**src/rtl/react_trial_ctrl.sv**
```systemverilog
// Reaction-time trial controller.
// A start request arms a pseudo-random pre-stimulus delay. The stimulus LED is
// then lit and the time to the first button press is measured in milliseconds.
// A press during the delay is a false start, and no press within the limit is
// an overflow.
//
// state  | meaning
// -------+-------------------------------------------------------------
// IDLE   | waiting for start; results from the last trial are held
// DELAY  | counting ms up to the latched random target; LED off
// ARMED  | LED on; counting ms until a press or the timeout limit
// RESULT | single cycle; done pulses and the results are valid
module react_trial_ctrl #(
   parameter int         CLK_PER_MS   = 12000,
   parameter int         MIN_DELAY_MS = 1000,
   parameter logic [9:0] DELAY_MASK   = 10'h3FF,
   parameter int         TIMEOUT_MS   = 999
) (
   input  logic       clk,
   input  logic       rstn,
   input  logic       start,
   input  logic       abort,
   input  logic       btn,
   output logic       stimulus,
   output logic       busy,
   output logic       done,
   output logic [9:0] react_time,
   output logic       overflow,
   output logic       false_start,
   output logic [2:0] state
);

   localparam int PW = (CLK_PER_MS > 1) ? $clog2(CLK_PER_MS) : 1;
   localparam logic [PW-1:0] PRESC_MAX   = PW'(CLK_PER_MS - 1);
   localparam logic [10:0]   TIMEOUT_CNT = 11'(TIMEOUT_MS);
   localparam logic [9:0]    TIMEOUT_RT  = 10'(TIMEOUT_MS);
   localparam logic [15:0]   LFSR_SEED   = 16'hACE1;
   localparam logic [15:0]   LFSR_TAPS   = 16'hB400;

   typedef enum logic [2:0] {
      S_IDLE   = 3'd0,
      S_DELAY  = 3'd1,
      S_ARMED  = 3'd2,
      S_RESULT = 3'd3
   } state_t;

   state_t        state_q, state_d;
   logic          btn_q;
   logic [15:0]   lfsr_q;
   logic [PW-1:0] presc_q, presc_d;
   logic [10:0]   ms_q, ms_d;
   logic [10:0]   target_q, target_d;
   logic [9:0]    rt_d;
   logic          ov_d, fs_d;

   logic          press, tick, delay_hit, timeout_hit;
   logic [10:0]   ms_inc;

   // A held button never re-triggers: only the low-to-high transition counts.
   assign press       = btn & ~btn_q;
   assign tick        = ((state_q == S_DELAY) || (state_q == S_ARMED)) && (presc_q == PRESC_MAX);
   assign ms_inc      = ms_q + 11'd1;
   assign delay_hit   = tick && (ms_inc == target_q);
   assign timeout_hit = tick && (ms_inc == TIMEOUT_CNT);
   assign state       = state_q;

   // State register.
   always_ff @(posedge clk or negedge rstn) begin
      if (!rstn) state_q <= S_IDLE;
      else       state_q <= state_d;
   end

   // Next-state logic; abort outranks press, and press outranks any tick.
   always_comb begin
      state_d = state_q;
      case (state_q)
         S_IDLE: begin
            if (start) state_d = S_DELAY;
         end
         S_DELAY: begin
            if (abort)          state_d = S_IDLE;
            else if (press)     state_d = S_RESULT;
            else if (delay_hit) state_d = S_ARMED;
         end
         S_ARMED: begin
            if (abort)                     state_d = S_IDLE;
            else if (press || timeout_hit) state_d = S_RESULT;
         end
         S_RESULT: state_d = S_IDLE;
         default:  state_d = S_IDLE;
      endcase
   end

   // Datapath and result next values, registered below together with the flags.
   always_comb begin
      presc_d  = presc_q;
      ms_d     = ms_q;
      target_d = target_q;
      rt_d     = react_time;
      ov_d     = overflow;
      fs_d     = false_start;
      case (state_q)
         S_IDLE: begin
            if (start) begin
               target_d = 11'(MIN_DELAY_MS) + {1'b0, lfsr_q[9:0] & DELAY_MASK};
               rt_d     = '0;
               ov_d     = 1'b0;
               fs_d     = 1'b0;
               presc_d  = '0;
               ms_d     = '0;
            end
         end
         S_DELAY: begin
            if (!abort) begin
               if (press) begin
                  fs_d = 1'b1;
                  rt_d = TIMEOUT_RT;
                  ov_d = 1'b0;
               end else if (tick) begin
                  presc_d = '0;
                  ms_d    = delay_hit ? 11'd0 : ms_inc;
               end else begin
                  presc_d = presc_q + 1'b1;
               end
            end
         end
         S_ARMED: begin
            if (!abort) begin
               if (press) begin
                  // A press on the timeout tick is still a valid reaction at the limit.
                  rt_d = timeout_hit ? TIMEOUT_RT : ms_q[9:0];
                  ov_d = 1'b0;
               end else if (timeout_hit) begin
                  rt_d = TIMEOUT_RT;
                  ov_d = 1'b1;
               end else if (tick) begin
                  presc_d = '0;
                  ms_d    = ms_inc;
               end else begin
                  presc_d = presc_q + 1'b1;
               end
            end
         end
         default: ;
      endcase
   end

   // Registered datapath, LFSR, button history and outputs.
   always_ff @(posedge clk or negedge rstn) begin
      if (!rstn) begin
         btn_q       <= 1'b0;
         lfsr_q      <= LFSR_SEED;
         presc_q     <= '0;
         ms_q        <= '0;
         target_q    <= '0;
         react_time  <= '0;
         overflow    <= 1'b0;
         false_start <= 1'b0;
         stimulus    <= 1'b0;
         busy        <= 1'b0;
         done        <= 1'b0;
      end else begin
         btn_q       <= btn;
         lfsr_q      <= lfsr_q[0] ? ((lfsr_q >> 1) ^ LFSR_TAPS) : (lfsr_q >> 1);
         presc_q     <= presc_d;
         ms_q        <= ms_d;
         target_q    <= target_d;
         react_time  <= rt_d;
         overflow    <= ov_d;
         false_start <= fs_d;
         stimulus    <= (state_d == S_ARMED);
         busy        <= (state_d != S_IDLE);
         done        <= (state_d == S_RESULT);
      end
   end

endmodule

```
**config.mk**
```make
export PLATFORM = sky130hd
export DESIGN_NAME = react_trial_ctrl
export DESIGN_NICKNAME = d
export VERILOG_FILES = /design/src/rtl/react_trial_ctrl.sv
export SDC_FILE = /design/constraint.sdc
export NUM_CORES = 1
export LEC_CHECK = 0
export CAP_MARGIN = 20
export CORE_MARGIN = 2
export CORE_UTILIZATION = 55
export CTS_BUF_LIST = sky130_fd_sc_hd__clkbuf_4
export CTS_CLUSTER_SIZE = 16
export DETAILED_ROUTE_END_ITERATION = 8
export PLACE_DENSITY = 0.88
export SKIP_CTS_REPAIR_TIMING = 1
export SYNTH_ARGS = -nofsm -noshare
export SYNTH_HDL_FRONTEND = slang
export SYNTH_SLANG_ARGS = --single-unit
```
**constraint.sdc**
```tcl
create_clock -name clk -period 2.8 [get_ports clk]
set_input_delay 0.42 -clock clk [delete_from_list [all_inputs] [get_ports clk]]
set_output_delay 0.42 -clock clk [all_outputs]
set_load 0.1 [all_outputs]
```
==> reports/summary.log <==
INFO  die            rows=30
INFO  setup_path     r2r_start=ms_q[1]
INFO  setup_path     worst_ep_required_time=3.12ns
INFO  global_route   grt_max_degree=36
INFO  timing         fin_worst_skew=0.0158ns
INFO  clocking       numCtsBuffers=9
INFO  final_layout   layout.cell_area.non_filler=4460µm²
INFO  setup_path     worst-path-max-fanout=5
INFO  synthesis      synth-seq-area-share=0.474
INFO  clocking       cts.reportedPaths.clkPinSlew=0.12ns
INFO  timing         timing_worst_slew_pin_value=0.637ns
INFO  worst_hold_path timing.hold.worst.start=lfsr_q[12]
INFO  die            fp.coreArea=6720µm²
INFO  place          placed_area=4150µm²
INFO  timing         report.final.setup_viol=9
INFO  final_layout   final_net_count=456
INFO  timing         timing.max_slew.rel_slack=0.574
INFO  power          switching_share=0.317
INFO  final_layout   filler_cell_count=510
INFO  timing         final.period_utilization=1.02
INFO  synthesis      synth_fp_nets=410
INFO  power          overall_power=2.13mW
INFO  power          power.sequential.fraction=0.513
INFO  setup_path     category_of_the_critical_setup_timing_path=flip-flop to flip-flop
INFO  synthesis      synth_area=3770µm²
INFO  route          detail_route.wirelength=9600µm
INFO  die            design.die.area=7540µm²
INFO  final_layout   highest_count_cells_in_the_layout_ignoring_fill_and_taps=dfrtp_1 (56), buf_4 (51), nor2_1 (37)
INFO  setup_path     r2r_cells=11
INFO  setup_path     critPathCaptureType=flip-flop
INFO  power          switching_power=0.674mW
INFO  clocking       root_buffer_selected_by_cts=clkbuf_4
INFO  route          wl_per_cell=18.0µm
INFO  clocking       cts_tree=built
INFO  power          ir_drop=0.000307V
INFO  power          pwr-share-comb=0.181
INFO  timing         setup_ws=-0.0527ns
INFO  global_route   grt_pass1_vias=3177
INFO  setup_path     worst_setup_path_start_kind=flip-flop
INFO  route          route.detailed.drc=0
INFO  power          total_leakage_power=1.89nW
INFO  route          detailedRoute.firstIterationViolations=568
INFO  die            die_x=86.8µm
INFO  clocking       cts.sinks=71
INFO  worst_hold_path hold_path_class=flip-flop to flip-flop
INFO  setup_path     ff2ff_setup_slack=-0.05ns
INFO  die            boundaryPins=23
INFO  timing         timing.fmax=351MHz
INFO  route          drt_pre_antenna_iters=6
INFO  place          port_buffers=22
INFO  power          p_int=1.45mW
INFO  timing         max_slew_violation_total_from_the_final_report=0
INFO  synthesis      asyncSetResetFlopFracSynth=1.00
INFO  global_route   grt_ovf=0
INFO  synthesis      synth_seq_cells=71
INFO  global_route   grt_antenna_before_repair=0
INFO  power          power.clock.fraction=0.306
INFO  worst_hold_path hold-path-endpoint=lfsr_q[11]
INFO  final_layout   drive_above_1_share=0.248
INFO  place          place.gp.congestion=1.02
INFO  clocking       htree_num_levels=3
INFO  die            fp.dieH=86.8µm
INFO  synthesis      synthesis.instances=401
INFO  route          post_drt_via_cell_ratio=6.52
INFO  timing         worst_hold_slack=0.371ns
INFO  final_layout   final_common_cell=dfrtp_1
INFO  route          vias=3471
INFO  clocking       clockBufferDepth=2
INFO  synthesis      post_synth_num_cell_types=60
INFO  global_route   global_route_wire_length_before_repair=14800µm
INFO  setup_path     worst_r2r_endpoint=ms_q[2]
INFO  synthesis      postSynth.topFlopCell=dfrtp_1
INFO  place          detailedPlacementHpwl=6280µm
INFO  die            start_util=0.561
INFO  power          cellPowerDensity=477nW/µm²
INFO  global_route   grtUsageTotal=0.249
INFO  timing         report.final.hold_viol_count=0
INFO  run_status     status=complete, but fails checks
INFO  clocking       insertion_delay=0.43ns
INFO  route          post_drt_antenna_nets=0
INFO  run_status     violations=setup timing
INFO  place          place_worst_setup_slack=-0.151ns
INFO  timing         layout_min_cycle_time=2.85ns
INFO  synthesis      synth_enable_flop_cells=0
INFO  synthesis      average_cell_area_after_synthesis=9.40µm²
INFO  worst_hold_path hold_depth=0
INFO  setup_path     cp_data_arrival_time=3.18ns
INFO  final_layout   antenna_diodes=0
INFO  synthesis      yosys_warnings=0
INFO  run            maxCapViolCount=0
INFO  final_layout   area.growth.synth_to_final=18.3%
## per-layer routing
layer	part of all wire	routed length, µm	vias to the layer above	GRT usage
li1	-	-	1544	-
met1	0.40	3860	1666	0.335
met2	0.47	4530	212	0.384
met3	0.084	808	49	0.0495
met4	0.041	398	0	0.126
met5	0	0	-	0
## metrics by stage
step                      cells  utilization  setup TNS, ns
after floorplan             401            -              0
after global placement      507        0.617     -0.0000715
after detailed placement    507        0.617          -1.24
after CTS                   523        0.637          -1.60
after global routing        532        0.664          -1.26
final                       532        0.664         -0.216
## synthesized netlist by cell type (9+ instances only)
cell type  instances  share of area
a21oi_1           15          0.020
xnor2_1           12          0.028
o21ai_0           29          0.038
a221o_1            9          0.024
clkbuf_1          16          0.016
a31oi_1           14          0.023
nor2_1            37          0.037
inv_1             20          0.020
nor3_1            21          0.028
nand2_1           31          0.031
nand2b_1           9          0.015
dfrtp_1           63           0.42
nand3_1           10          0.013
## worst max-delay path by stage
stage / start / endpoint / slack, ns / depth (start not counted)
final: ms_q[1] / ms_q[2] / -0.05 / 11
after global routing: ms_q[1] / ms_q[2] / -0.16 / 11
after CTS: ms_q[0] / ms_q[8] / -0.18 / 8
after detailed placement: ms_q[0] / ms_q[8] / -0.15 / 8
after global placement: ms_q[0] / ms_q[8] / -0.00007 / 8
after floorplan: ms_q[1] / ms_q[9] / 0.05 / 10
## registers in the layout, indices dropped and copies added, names as in the netlist
| name | count |
|---|---|
| false_start | 1 |
| lfsr_q | 16 |
| react_time | 10 |
| stimulus | 1 |
| done | 1 |
| ms_q | 11 |
| target_q | 11 |
| busy | 1 |
| state | 3 |
| overflow | 1 |
| presc_q | 14 |
| btn_q | 1 |
## power groups by stage
stage | logic (mW) | clock network [mW] | registers [mW]
after global placement | 0.352 | 0 | 1.10
final | 0.386 | 0.650 | 1.09
after floorplan | 0.126 | 0 | 1.22
after global routing | 0.415 | 0.709 | 1.10
after CTS | 0.359 | 0.656 | 1.09
after detailed placement | 0.359 | 0 | 1.11
## area by class of cell
type | instances | area (µm²) | share of cell area
multi-input cells | 285 | 1890 | 0.423
flip-flops and latches | 71 | 1800 | 0.402
repair buffers | 60 | 467 | 0.105
well taps | 80 | 100 | 0.0224
clock buffers | 10 | 75.1 | 0.0168
inverters | 20 | 75.1 | 0.0168
clock inverters | 6 | 61.3 | 0.0137
## worst max-delay path: stages (launching register included)
cell	delay, ns
dfrtp_1	0.44
buf_6	0.15
buf_4	0.15
a41oi_1	0.19
o311a_1	0.22
nor3_1	0.07
or4_4	0.54
nor4_4	0.28
buf_4	0.19
buf_4	0.14
a2111oi_1	0.08
a221o_1	0.28
## logic make-up (layout without fill, tap and decap cells)
| kind of cell | count (synthesis) | count (layout) | synth area share |
|---|---|---|---|
| AO/OA/AOI/OAI | 105 | 105 | 0.190 |
| XOR/XNOR | 17 | 17 | 0.0395 |
| adder cells (fa/ha/maj) | 4 | 4 | 0.0133 |
| buffers and inverters | 45 | 96 | 0.0504 |
| flip-flops | 71 | 71 | 0.474 |
| multiplexers | 10 | 10 | 0.0289 |
| other | 1 | 1 | 0.000994 |
| AND/OR/NAND/NOR | 148 | 148 | 0.203 |
Power figures use the tool's default switching activity.
